### src/rtl/lif_sched_pkg.sv
// Shared types and constants for the LIF sweep scheduler.
// Optional feature macro used by the top: LIF_REFRACTORY_EN.
package lif_sched_pkg;

  typedef enum logic [1:0] {
    IDLE   = 2'd0,
    UPDATE = 2'd1,
    EMIT   = 2'd2,
    DONE   = 2'd3
  } sched_state_e;

  localparam logic CFG_SEL_CUR = 1'b0;
  localparam logic CFG_SEL_THR = 1'b1;

  localparam int THR_RST_DEFAULT = 32;

endpackage

### src/rtl/lif_update_unit.sv
// Combinational leaky integrate-and-fire step: leak, integrate with saturation,
// then threshold compare.
module lif_update_unit #(
  parameter int W          = 6,
  parameter int LEAK_SHIFT = 1
) (
  input  logic [W-1:0] st,
  input  logic [W-1:0] cur,
  input  logic [W-1:0] thr,
  output logic [W-1:0] nxt,
  output logic         spike
);

  logic [W:0] sum;

  // NOTE: every always_comb output gets a value on every path, so no latch is inferred.
  always_comb begin
    sum   = {1'b0, cur} + ({1'b0, st} >> LEAK_SHIFT);
    nxt   = sum[W] ? '1 : sum[W-1:0];
    spike = (nxt >= thr);
  end

endmodule

### src/rtl/lif_sweep_scheduler.sv
// Sweeps one LIF update datapath across N virtual neurons per tick and emits
// spike indices over valid/ready. Define LIF_REFRACTORY_EN for refractory counters.
module lif_sweep_scheduler
  import lif_sched_pkg::*;
#(
  parameter int N_NEURONS  = 4,
  parameter int W          = 6,
  parameter int LEAK_SHIFT = 1,
  parameter int THR_RST    = THR_RST_DEFAULT,
  parameter int REFRAC     = 2,
  localparam int AW        = $clog2(N_NEURONS)
) (
  input  logic          clk,
  input  logic          rst_n,
  input  logic          ena,
  input  logic          tick,
  input  logic          cfg_we,
  input  logic          cfg_sel,
  input  logic [AW-1:0] cfg_addr,
  input  logic [W-1:0]  cfg_data,
  output logic          evt_valid,
  input  logic          evt_ready,
  output logic [AW-1:0] evt_id,
  output logic          busy,
  output logic          done,
  output logic          overrun,
  output logic [W-1:0]  mon_state
);

  if (N_NEURONS < 2 || (N_NEURONS & (N_NEURONS - 1)) != 0 || REFRAC < 1) begin : g_bad_params
    $error("N_NEURONS must be a power of two >= 2 and REFRAC >= 1");
  end

  localparam logic [AW-1:0] LAST_IDX = AW'(N_NEURONS - 1);

  sched_state_e  state_q, state_d;
  logic [AW-1:0] idx_q;
  logic [W-1:0]  st_q  [N_NEURONS];
  logic [W-1:0]  cur_q [N_NEURONS];
  logic [W-1:0]  thr_q [N_NEURONS];
  logic          overrun_q;

  logic [W-1:0]  upd_nxt;
  logic          upd_spike;
  logic          refr_busy;
  logic          spike_eff;
  logic [W-1:0]  st_wr;

  lif_update_unit #(
    .W         (W),
    .LEAK_SHIFT(LEAK_SHIFT)
  ) u_update (
    .st   (st_q[idx_q]),
    .cur  (cur_q[idx_q]),
    .thr  (thr_q[idx_q]),
    .nxt  (upd_nxt),
    .spike(upd_spike)
  );

`ifdef LIF_REFRACTORY_EN
  localparam int RW = $clog2(REFRAC + 1);
  logic [RW-1:0] refr_q [N_NEURONS];

  assign refr_busy = (refr_q[idx_q] != '0);

  always_ff @(posedge clk or negedge rst_n) begin
    if (!rst_n) begin
      for (int i = 0; i < N_NEURONS; i++) refr_q[i] <= '0;
    end else if (ena && state_q == UPDATE) begin
      if (refr_busy)      refr_q[idx_q] <= refr_q[idx_q] - 1'b1;
      else if (upd_spike) refr_q[idx_q] <= RW'(REFRAC);
    end
  end
`else
  assign refr_busy = 1'b0;
`endif

  // A refractory neuron is forced to rest and cannot fire.
  assign spike_eff = upd_spike & ~refr_busy;
  assign st_wr     = (upd_spike | refr_busy) ? '0 : upd_nxt;

  always_comb begin
    state_d = state_q;
    unique case (state_q)
      IDLE:   if (tick) state_d = UPDATE;
      UPDATE: begin
        if (spike_eff)              state_d = EMIT;
        else if (idx_q == LAST_IDX) state_d = DONE;
      end
      EMIT:   if (evt_ready) state_d = (idx_q == LAST_IDX) ? DONE : UPDATE;
      DONE:   state_d = IDLE;
      default: state_d = IDLE;
    endcase
  end

  // NOTE: sequential state uses non-blocking assignments so every register samples pre-edge values.
  always_ff @(posedge clk or negedge rst_n) begin
    if (!rst_n) begin
      state_q   <= IDLE;
      idx_q     <= '0;
      overrun_q <= 1'b0;
    end else if (ena) begin
      state_q <= state_d;
      if ((state_q == UPDATE && !spike_eff) || (state_q == EMIT && evt_ready))
        idx_q <= idx_q + 1'b1;
      if (tick && state_q != IDLE)
        overrun_q <= 1'b1;
    end
  end

  // NOTE: the register arrays are small and need defined values, so they sit on the async reset.
  always_ff @(posedge clk or negedge rst_n) begin
    if (!rst_n) begin
      for (int i = 0; i < N_NEURONS; i++) st_q[i] <= '0;
    end else if (ena && state_q == UPDATE) begin
      st_q[idx_q] <= st_wr;
    end
  end

  // The update reads cur/thr before this edge, so a same-cycle write is seen next sweep.
  always_ff @(posedge clk or negedge rst_n) begin
    if (!rst_n) begin
      for (int i = 0; i < N_NEURONS; i++) begin
        cur_q[i] <= '0;
        thr_q[i] <= W'(THR_RST);
      end
    end else if (ena && cfg_we) begin
      if (cfg_sel == CFG_SEL_THR) thr_q[cfg_addr] <= cfg_data;
      else                        cur_q[cfg_addr] <= cfg_data;
    end
  end

  assign evt_valid = (state_q == EMIT);
  assign evt_id    = idx_q;
  assign busy      = (state_q != IDLE);
  assign done      = (state_q == DONE);
  assign overrun   = overrun_q;
  assign mon_state = st_q[cfg_addr];

endmodule
### config.mk
export PLATFORM = sky130hd
export DESIGN_NAME = lif_sweep_scheduler
export DESIGN_NICKNAME = d
export VERILOG_FILES = /design/src/rtl/lif_sched_pkg.sv /design/src/rtl/lif_update_unit.sv /design/src/rtl/lif_sweep_scheduler.sv
export SDC_FILE = /design/constraint.sdc
export NUM_CORES = 1
export LEC_CHECK = 0
export ABC_AREA = 1
export BUFFER_PORTS_ARGS = -buffer_cell sky130_fd_sc_hd__buf_2
export CAP_MARGIN = 20
export CORE_ASPECT_RATIO = 1.75
export CORE_MARGIN = 2
export CORE_UTILIZATION = 50
export DETAILED_ROUTE_END_ITERATION = 6
export PLACE_DENSITY_LB_ADDON = 0.25
export SLEW_MARGIN = 20
export SYNTH_ARGS = -nofsm -noshare
export SYNTH_HDL_FRONTEND = slang
export SYNTH_SLANG_ARGS = --single-unit
### constraint.sdc
create_clock -name clk -period 3.4 [get_ports clk]
set_input_delay 0.34 -clock clk [delete_from_list [all_inputs] [get_ports clk]]
set_output_delay 0.34 -clock clk [all_outputs]
set_load 0.02 [all_outputs]
* Word level (Yosys, flattened, before mapping)
Index checks and enable logic that the tools add are counted.
** Operators by class
- Divide/modulo/power cells :: 0
- Bitwise gates (word level) :: 3
- Equality and inequality tests :: 7
- Shift operators :: 0
- Multipliers :: 0
- Reductions and logical operators :: 16
- Multiplexer cells :: 27
- $add $sub $neg :: 2
- Magnitude comparators :: 5
** Operator list (number)
- bitwise mux 24 bit :: 3
- two-way mux 6 bit :: 12
- binary-select mux 6 bit (select 2 bit) :: 4
- demux 6 bit (select 2 bit) :: 2
- two-way mux 2 bit :: 5
- one-hot mux 2 bit (4 select lines) :: 1
- AND reduction 2 bit :: 4
- adder 6 x 5 -> 7 bit :: 1
- logical AND 1 bit :: 7
- equality test 2 bit, second input constant :: 3
- >= comparator 3 bit, second input constant :: 2
- >= comparator 6 bit :: 1
- less-than comparator 3 x 1 -> 1 bit, second input constant :: 2
- NOT 2 -> 3 bit :: 2
- AND reduction 4 bit :: 1
- inequality test 3 bit, second input constant :: 1
- adder 2 x 1 -> 2 bit, second input constant :: 1
- equality test 2 x 1 -> 1 bit, second input constant :: 1
- logical NOT 2 bit :: 1
- inequality test 2 x 1 -> 1 bit, second input constant :: 1
- inequality test 2 bit, second input constant :: 1
- nonzero test 2 bit :: 1
- logical NOT 1 bit :: 1
- logical OR 1 bit :: 1
- NOT 1 bit :: 1
** Storage, ports and cells
- Register bits after elaboration :: 77
- Bits in latches :: 0
- Bits in writable memories :: 0
- Memories kept :: 0
- Logic and storage cells :: 75
- Memory bits (read-only) :: 0
- Output and inout bits :: 12

* Longest topological paths before layout
Gate-level depths: netlist (run 1).
- Depth in word-level cells :: 11
- Depth in mapped cells :: 26
- Mapped depth without buffers :: 24

* Modules after synthesis
Synthesis (run 1) repeated with hierarchy kept, for this count alone.
** Second synthesis, totals
- Cell total of the unflattened synthesis :: 568
- Area total of the unflattened synthesis :: 4277.9 µm²
** Modules (own cells, without submodules)
- lif_sweep_scheduler :: area an instance 3842.4 µm², times used 1, cells an instance 493
- lif_update_unit :: area an instance 435.4 µm², times used 1, cells an instance 75

* Least setup slack after synthesis (run 1)
No wires, ideal clock.
- Kind :: register to register
- From :: register idx_q[0], in the netlist evt_id[0]
- To :: register st_q[20] in the netlist's numbering
- Cell stages (with the launch flop) :: 26
- Required time :: 3.335 ns
- Slack :: -0.044 ns
- Library setup time :: 0.065 ns
- Path buffers :: 4
- Clock period less this slack :: 3.444 ns
- Arrival time :: 3.379 ns
- Path through :: dfrtp_1 > buf_6 > inv_4 > clkbuf_1 > o21ai_0 > o22ai_1 > ha_1 > inv_1 > fa_1 > inv_1 > nand3_1 > nand2_1 > nand2_1 > nand2_1 > nand2_4 > nand2_2 > inv_1 > ha_1 > o21ai_0 > nand2_1 > nand2_1 > and2_1 > buf_6 > buf_6 > nand3_1 > nand2_1
** Between the ends
- Cells in the longest elaborated chain, start to end :: 9
- Elaborated cells between the ends (all ways) :: 20
- Those cells by class :: add/sub: 1; order compare: 3; mux: 14; bitwise: 1; reduce/logical: 1
** RTL lines
- from (decl) :: line lif_sweep_scheduler.sv:37 : logic [AW-1:0] idx_q;
- from (signal assigned) :: line lif_sweep_scheduler.sv:105 : idx_q <= idx_q + 1'b1;
- NOT 2 -> 3 bit (implied by the code) *
- binary-select mux 6 bit (select 2 bit) (on tied branches) :: line lif_sweep_scheduler.sv:54, lif_sweep_scheduler.sv:53
- two-way mux 6 bit (on tied branches) (2 in a row) :: line lif_sweep_scheduler.sv:54, lif_sweep_scheduler.sv:53
- adder 6 x 5 -> 7 bit :: line lif_update_unit.sv:18 : sum = {1'b0, cur} + ({1'b0, st} >> LEAK_SHIFT);
- two-way mux 6 bit :: line lif_update_unit.sv:19 : nxt = sum[W] ? '1 : sum[W-1:0];
- >= comparator 6 bit :: line lif_update_unit.sv:20 : spike = (nxt >= thr);
- two-way mux 6 bit :: line lif_sweep_scheduler.sv:80 : assign st_wr = (upd_spike | refr_busy) ? '0 : upd_nxt;
- bitwise mux 24 bit * :: line lif_sweep_scheduler.sv:116 : st_q[idx_q] <= st_wr;
- to (signal, indexed assignment) :: line lif_sweep_scheduler.sv:116
- to (decl) :: line lif_sweep_scheduler.sv:38 : logic [W-1:0] st_q [N_NEURONS];
Mark *: on every way between the ends. The rest lies on a longest branch, timed or not. The select of a mux whose other input is x is not followed.
A chain may end at the register's enable or synchronous reset.

* Worst setup path after layout (run 1)
- From :: register idx_q[0], in the netlist evt_id[0]
- To :: register st_q[11] in the netlist's numbering
The elaborated chain is that of the path after synthesis.

==> impl_metrics.py, run 1 <==
metrics = {
    "cells_and_area": {
        "drive_gt1_share_pct": 22.56,
        "register_area_um2": 1933,
        "fillCellCount": 707,
        "final_nets": 589,
        "fin_util_pct": 62.16,
        "diodes": 0,
        "multi_input_area_um2": 2018,
        "area_delta_synth_final_pct": 19.59,
    },
    "sta": {
        "worst_slack_ns": 0.1086,
        "layout_min_cycle_time_ns": 3.291,
        "hold_viol_final": 0,
        "drv_slew": 0,
        "clock_skew_ns": 0.008038,
        "post-route-period-util_pct": 96.80,
        "tightest_slew_ns": 0.9565,
        "finalSetupViolCount": 0,
        "fmax_mhz": 303.8,
        "relSlewSlack_pct": 36.24,
    },
    "yosys": {
        "synth.area.mux_share_pct": 0,
        "ys_types": 35,
        "synth_fp_nets": 544,
        "synth_edf_count": 0,
        "syn_inst": 513,
        "ys_warn_count": 0,
        "ys_top_cells_by_area": "dfrtp_1, nand2_1, o21ai_1",
        "synth_area_per_cell_um2": 8.068,
        "synth_adder_area_share_pct": 5.018,
        "ys_top_cells_by_count": "nand2_1, dfrtp_1, o21ai_1",
        "yosys.area.top_type": "dfrtp_1",
        "netlist.area_leader.share_pct": 44.14,
        "ys_ff_latch": 77,
        "yosys.cell_count.top_type": "nand2_1",
        "synth_top_family_by_area": "simple AND/OR/NAND/NOR gates",
        "async_flop_share_pct": 100.0,
        "yosys.area_share.simple_pct": 24.55,
        "synth_compound_area_share_pct": 16.20,
        "yosys.area_share.xor_xnor_pct": 0.4232,
        "netlist_area_um2": 4139,
        "yosys_most_used_dff": "dfrtp_1",
        "seq_area_frac_synth_pct": 46.67,
    },
    "global_routing": {
        "grt_pass1_vias": 3555,
        "grt_pass1_wl_um": 17260,
        "grt_overflow_total": 0,
        "grt_max_degree": 78,
        "grt_usage_pct": 24.72,
        "antenna_found_initial": 0,
    },
    "setup_path": {
        "start_kind": "flop",
        "arrival_ns": 3.57,
        "end_kind": "flop",
        "worstReg2RegStart": "evt_id[0]",
        "criticalPathCategory": "flop to flop",
        "critPathMaxFanout": 10,
        "crit_path_start": "evt_id[0]",
        "required_ns": 3.68,
    },
    "floorplanning": {
        "boundaryPins": 27,
        "initial_core_util_pct": 51.98,
        "dieArea_um2": 9050,
        "fp-row-count": 43,
        "core_um2": 7963,
        "die_y_um": 124.4,
        "fp.dieW_um": 72.78,
    },
    "detailed_routing": {
        "wl_met1_um": 4224,
        "finalWirelength_um": 11090,
        "remaining_drc_errors": 0,
        "final_antenna_net_count": 0,
        "highest_layer": "met4",
        "via_per_inst": 5.766,
        "via_count": 3765,
        "drt_iter0_drc": 272,
        "wl_met2_um": 5917,
        "avgRoutedWirePerCell_um": 16.98,
        "drtPass1Iterations": 6,
        "met3_length_um": 500,
    },
    "cts": {
        "clkTransAtPathRegs_ns": 0.06,
        "htree_num_levels": 3,
        "clock-sinks": 77,
        "clock_path_buffers": 2,
        "cts_hold_buf": 0,
        "clock-root-buffer": "clkbuf_16",
        "clock_latency_ns": 0.35,
        "cts_tree": "yes",
        "cts_buffers": 9,
    },
    "run": {
        "cap_violations": 0,
    },
    "placed_design": {
        "hpwl_um": 7463,
        "gp_congestion": 0.8626,
        "io_buffers": 26,
        "dpl_worst_slack_ns": 0.01085,
    },
    "run_status": {
        "status": "complete, no violations",
    },
    "worst_hold_path": {
        "hold_path_class": "primary input to asynchronous set/reset pin",
    },
}
## critical path, stage by stage (launching register included)
cell and delay, ns:
dfrtp_2 0.46, clkinv_2 0.13, buf_4 0.19, o21ai_1 0.22, o22ai_1 0.13, ha_1 0.37, nand2_1 0.14, nand3_2 0.12
xnor2_2 0.20, nand2_4 0.10, ha_1 0.32, nand2_1 0.09, a21oi_2 0.06, nor2_4 0.14, and2_4 0.23, clkbuf_16 0.16
nand3_1 0.09, nand2_1 0.07
## what timing repair did
item	4_1_cts	5_1_grt
pin swaps	0	11
gates resized for setup	1	40
cloned	0	4
endpoints found under the setup margin	20	28
setup buffers	3	8
## routing by layer
layer | vias to the layer above | GRT usage, %
li1 | 1801 | -
met4 | 0 | 12.53
met1 | 1793 | 29.53
met2 | 129 | 42.35
met3 | 42 | 2.994
met5 | - | 0
## logic make-up after synthesis
group           Yosys count
simple gates            243
buf+inv                  62
xor+xnor                  2
compound gates          113
fa+ha+maj                16
flops                    77
## state kept, by name, indices dropped and copies added, names as in the netlist
name	flops
thr_q	24
cur_q	24
state_q	2
overrun	1
st_q	24
evt_id	2
## final timing paths
path / end / slack, ns / cells after the start
setup / recovery: st_q[11] / 0.11 / 17
hold / removal: state_q[0] / 0.15 / 1
setup reg to reg: st_q[11] / 0.11 / 17
hold reg to reg: overrun / 0.46 / 1
max in group asynchronous: evt_id[0] / 2.59 / 1
min in group clk: overrun / 0.25 / 2
## cell type report
type | count | share of cell area (%)
repair inverters | 1 | 0.1011
inverters | 41 | 3.286
flip-flops and latches | 77 | 39.05
repair buffers | 54 | 8.291
clock buffers | 10 | 4.828
clock inverters | 6 | 1.390
well taps | 90 | 2.275
multi-input cells | 374 | 40.77
## layout by cell type (no fill, tap or decap), types with 2 or more instances in the layout
| master | instances |
|---|---|
| buf_2 | 25 |
| dfrtp_1 | 72 |
| clkinv_2 | 3 |
| clkbuf_16 | 11 |
| a21oi_1 | 8 |
| a32oi_1 | 2 |
| inv_1 | 32 |
| ha_2 | 2 |
| inv_6 | 3 |
| buf_6 | 2 |
| a22oi_1 | 9 |
| nand2_1 | 156 |
| a32o_1 | 5 |
| inv_2 | 6 |
| nor2_2 | 4 |
| o22ai_1 | 9 |
| a21oi_2 | 2 |
| ha_1 | 11 |
| nand2_4 | 4 |
| nor2_4 | 3 |
| o21ai_0 | 12 |
| nor2_1 | 26 |
| buf_12 | 2 |
| o221ai_1 | 2 |
| nand3_1 | 34 |
| o21ai_1 | 54 |
| ha_4 | 2 |
| buf_4 | 23 |
| dfstp_2 | 4 |
| o21ai_2 | 7 |
| nand2_2 | 11 |
| nand3_2 | 3 |
## metrics by stage
stage	instances	hold WS [ns]	area [um2]	TNS [ns]
after CTS	641	0.1846	4708	0
final	653	0.1510	4950	0
after global placement	622	0.4430	4365	0
after global routing	653	0.2432	4950	-2.827
after floorplan	513	0.04441	4143	0
after detailed placement	622	0.4508	4365	0
Power of run 1 is left out: the tool's default activity adds up to more than one toggle a clock period on the data nets, which glitch-free logic cannot reach.
==> inputs of run 2 (changes only) <==
CORE_UTILIZATION = 55   (was 50)
PLACE_DENSITY_LB_ADDON = 0.08   (was 0.25)
TNS_END_PERCENT = 30   (was default)
==> impl_metrics.py, run 2 (synthesized netlist as in run 1, its figures left out) <==
metrics = {
    "run_status": {
        "status": "complete, no violations",
    },
    "cells_and_area": {
        "fillCellCount": 580,
        "multi_input_area_um2": 2142,
        "drive_gt1_share_pct": 25.31,
        "finalInstanceArea_um2": 5074,
        "most-common-layout-cells": "nand2_1, dfrtp_1, o21ai_1",
        "area_delta_synth_final_pct": 22.58,
        "reg_top3": "cur_q: 24 flops, st_q: 24 flops, thr_q: 24 flops",
        "register_area_um2": 1933,
        "final_cell_count_no_fill": 651,
        "final_common_cell": "nand2_1",
        "final_nets": 591,
        "diodes": 0,
    },
    "placed_design": {
        "dp_cells": 615,
        "dpl_worst_slack_ns": -0.005961,
        "gp_congestion": 0.9052,
        "placement.cell_area_um2": 4338,
        "hpwl_um": 7600,
        "io_buffers": 26,
    },
    "sta": {
        "finalSetupViolCount": 0,
        "post-route-period-util_pct": 98.67,
        "worst_slack_ns": 0.04517,
        "hold_viol_final": 0,
        "fmax_mhz": 298.1,
        "relSlewSlack_pct": 35.83,
        "hold_ws_ns": 0.1345,
        "drv_slew": 0,
        "tightest_slew_ns": 0.9625,
        "layout_min_cycle_time_ns": 3.355,
        "clock_skew_ns": 0.007120,
    },
    "global_routing": {
        "grt_max_degree": 78,
        "antenna_found_initial": 0,
        "grt_usage_pct": 27.83,
        "grt_pass1_wl_um": 17750,
        "grt_overflow_total": 0,
        "grt_pass1_vias": 3602,
    },
    "cts": {
        "cts_tree": "yes",
        "clock-root-buffer": "clkbuf_16",
        "clock_path_buffers": 2,
        "clock-sinks": 77,
        "cts_buffers": 9,
        "htree_num_levels": 3,
        "clock_latency_ns": 0.34,
        "clkTransAtPathRegs_ns": 0.06,
    },
    "floorplanning": {
        "initial_core_util_pct": 57.22,
        "core_um2": 7233,
        "fp.dieW_um": 69.58,
        "die_y_um": 118.8,
        "boundaryPins": 27,
        "fp-row-count": 41,
        "dieArea_um2": 8263,
    },
    "setup_path": {
        "criticalPathCategory": "flop to flop",
        "arrival_ns": 3.57,
        "critPathMaxFanout": 10,
        "start_kind": "flop",
        "required_ns": 3.62,
        "end_kind": "flop",
    },
    "detailed_routing": {
        "final_antenna_net_count": 0,
        "drt_iter0_drc": 280,
        "via_per_inst": 5.906,
        "avgRoutedWirePerCell_um": 18.29,
        "via_count": 3845,
        "drtPass1Iterations": 6,
        "remaining_drc_errors": 0,
        "finalWirelength_um": 11910,
    },
    "worst_hold_path": {
        "hold_path_class": "primary input to asynchronous set/reset pin",
    },
    "run": {
        "cap_violations": 0,
    },
}
-- run 2: final cells by class --
cell class / count / area share [%]
timing repair buffer: 55 / 8.212
timing repair inverter: 2 / 0.2219
clock inverter: 6 / 1.208
clock buffer: 10 / 4.710
sequential: 77 / 38.10
inverter: 41 / 3.206
tap: 86 / 2.121
multi-input combinational: 374 / 42.22
-- run 2: worst paths after layout --
kind,start,endpoint,slack [ns],cells after the start
min in group clk,tick,overrun,0.26,2
worst max-delay path,evt_id[0],st_q[7],0.05,18
worst max register to register,evt_id[0],st_q[7],0.05,18
worst min register to register,overrun,overrun,0.46,1
worst min-delay path,rst_n,state_q[0],0.13,1
max in group asynchronous,rst_n,evt_id[0],2.58,1
-- run 2: metrics by stage --
stage	util (%)	setup TNS, ns
6_report	70.14	0
5_1_grt	70.14	-0.3374
4_1_cts	64.85	0
3_5_place_dp	59.97	-0.005961
3_3_place_gp	59.97	0
2_1_floorplan	-	0
-- run 2: critical path: stages (launching register included) --
cell and delay, ns:
dfrtp_2 0.45, buf_6 0.15, buf_4 0.14, inv_4 0.09, o21ai_0 0.10, o22ai_2 0.25
ha_4 0.28, a21oi_2 0.16, nand2_2 0.09, xnor2_1 0.31, nand2_4 0.13, ha_4 0.28
nand2_2 0.06, nor2_1 0.13, nand2_2 0.09, and2_4 0.20, clkbuf_16 0.17, nand3_1 0.07
o21ai_0 0.08
-- run 2: metal layers --
layer | GRT usage (%) | wire length, um | vias to the layer above
met5 | 0 | 0 | -
met4 | 19.98 | 795 | 0
met3 | 4.859 | 623 | 67
met2 | 46.27 | 6051 | 168
met1 | 31.71 | 4436 | 1808
li1 | - | - | 1802
-- run 2: what timing repair did --
item | CTS | global route
buffers inserted | 5 | 10
endpoints found under the setup margin | 26 | 28
gates cloned | 1 | 4
pin swaps | 1 | 24
hold buffers | 0 | 0
gates resized for setup | 5 | 52
endpoints found under the hold margin | 0 | 0
Power of run 2 is left out for the same reason.
==> inputs of run 3 (changes only) <==
PLACE_DENSITY = 0.77   (was default)
PLACE_DENSITY_LB_ADDON = default   (was 0.08)
==> impl_metrics.py, run 3 (synthesized netlist as in run 1, its figures left out) <==
metrics = {
    "cells_and_area": {
        "multi_input_area_um2": 2066,
        "reg_top3": "cur_q: 24 flops, st_q: 24 flops, thr_q: 24 flops",
        "final_nets": 588,
        "diodes": 0,
        "drive_gt1_share_pct": 23.31,
        "final_common_cell": "nand2_1",
        "fillCellCount": 558,
        "fin_util_pct": 68.88,
        "register_area_um2": 1933,
        "most-common-layout-cells": "nand2_1, dfrtp_1, o21ai_1",
        "area_delta_synth_final_pct": 20.37,
    },
    "setup_path": {
        "crit_end": "st_q[15]",
        "critPathMaxFanout": 6,
        "criticalPathCategory": "flop to flop",
        "crit_path_start": "evt_id[0]",
        "end_kind": "flop",
        "worstReg2RegStart": "evt_id[0]",
        "start_kind": "flop",
        "r2r_slack_ns": -0.005,
        "rr_endpoint": "st_q[15]",
        "arrival_ns": 3.68,
        "worstRegToRegCells": 21,
        "required_ns": 3.68,
    },
    "sta": {
        "post-route-period-util_pct": 100.1,
        "drv_slew": 0,
        "finalSetupViolCount": 3,
        "hold_viol_final": 0,
        "worst_slack_ns": -0.004732,
        "fmax_mhz": 293.7,
        "clock_skew_ns": 0.005287,
        "relSlewSlack_pct": 35.69,
        "tightest_slew_ns": 0.9646,
        "layout_min_cycle_time_ns": 3.405,
    },
    "placed_design": {
        "dpl_worst_slack_ns": -0.03890,
        "hpwl_um": 7452,
        "gp_congestion": 0.8614,
        "io_buffers": 26,
    },
    "run": {
        "cap_violations": 0,
    },
    "cts": {
        "cts_hold_buf": 0,
        "clock-root-buffer": "clkbuf_16",
        "clock_path_buffers": 2,
        "cts_tree": "yes",
        "htree_num_levels": 3,
        "cts_buffers": 9,
        "clock-sinks": 77,
        "clock_latency_ns": 0.34,
        "clkTransAtPathRegs_ns": 0.06,
    },
    "detailed_routing": {
        "via_count": 3872,
        "drtPass1Iterations": 7,
        "via_per_inst": 5.975,
        "remaining_drc_errors": 0,
        "finalWirelength_um": 11710,
        "drt_iter0_drc": 391,
        "avgRoutedWirePerCell_um": 18.06,
        "final_antenna_net_count": 0,
    },
    "floorplanning": {
        "core_um2": 7233,
        "initial_core_util_pct": 57.22,
        "fp-row-count": 41,
        "boundaryPins": 27,
        "dieArea_um2": 8263,
        "fp.dieW_um": 69.58,
        "die_y_um": 118.8,
    },
    "global_routing": {
        "grt_overflow_total": 0,
        "grt_pass1_wl_um": 17280,
        "grt_max_degree": 78,
        "grt_usage_pct": 26.91,
        "antenna_found_initial": 0,
        "grt_pass1_vias": 3606,
    },
    "worst_hold_path": {
        "hold_path_class": "primary input to asynchronous set/reset pin",
    },
    "run_status": {
        "status": "complete, but fails checks",
        "violations": "negative setup slack",
    },
}
## run 3: layer usage
layer  up-vias  track usage, %  routed length [um]
met3        63           4.774                 718
li1       1787               -                   -
met4         0           10.91                 620
met2       177           48.98                6106
met5         -               0                   0
met1      1845           30.51                4262
## run 3: timing repair
action                                  in CTS  in global routing
setup buffers                                1                 10
pin swaps                                    0                 24
resized for setup                            5                 50
gates cloned                                 0                  5
endpoints found under the hold margin        0                  0
endpoints found under the setup margin      25                 28
## run 3: layout make-up
class	count	area share [%]
Sequential cell	77	38.80
Timing Repair Buffer	53	8.564
Inverter	41	3.265
Tap cell	86	2.160
Clock inverter	3	0.4018
Clock buffer	13	5.224
Timing Repair inverter	1	0.1256
Multi-Input combinational cell	374	41.46
## run 3: worst min path at each step
stage | start | end | slack [ns] | cells after the start
global route | rst_n | thr_q[12] | 0.26 | 1
finish | rst_n | state_q[0] | 0.15 | 1
CTS | rst_n | state_q[0] | 0.19 | 1
detailed placement | overrun | overrun | 0.46 | 1
floorplan | rst_n | cur_q[0] | 0.04 | 0
global placement | overrun | overrun | 0.45 | 1
## run 3: through the flow
step | hold slack (ns) | cells | TNS, ns | instance area [um2]
3_5_place_dp | 0.4556 | 616 | -0.3351 | 4345
3_3_place_gp | 0.4461 | 616 | 0 | 4345
4_1_cts | 0.1931 | 633 | 0 | 4652
2_1_floorplan | 0.04441 | 513 | 0 | 4143
6_report | 0.1538 | 648 | -0.009400 | 4982
5_1_grt | 0.2566 | 648 | -3.339 | 4982
## run 3: worst max-delay path, stage by stage (launching register included)
cell and delay, ns:
dfrtp_2 0.49, buf_6 0.15, o21ai_1 0.07, o22ai_1 0.21, ha_2 0.24, inv_2 0.05
fa_2 0.40, inv_2 0.07, nand3_2 0.07, nand2_2 0.08, nand2_2 0.08, nand2_4 0.11
nand2_8 0.10, nand2_4 0.11, ha_1 0.26, nand2_1 0.09, a21oi_2 0.07, nor2_4 0.13
and2_4 0.23, clkbuf_16 0.17, nand3_1 0.08, nand2_1 0.07
Power of run 3 is left out for the same reason.
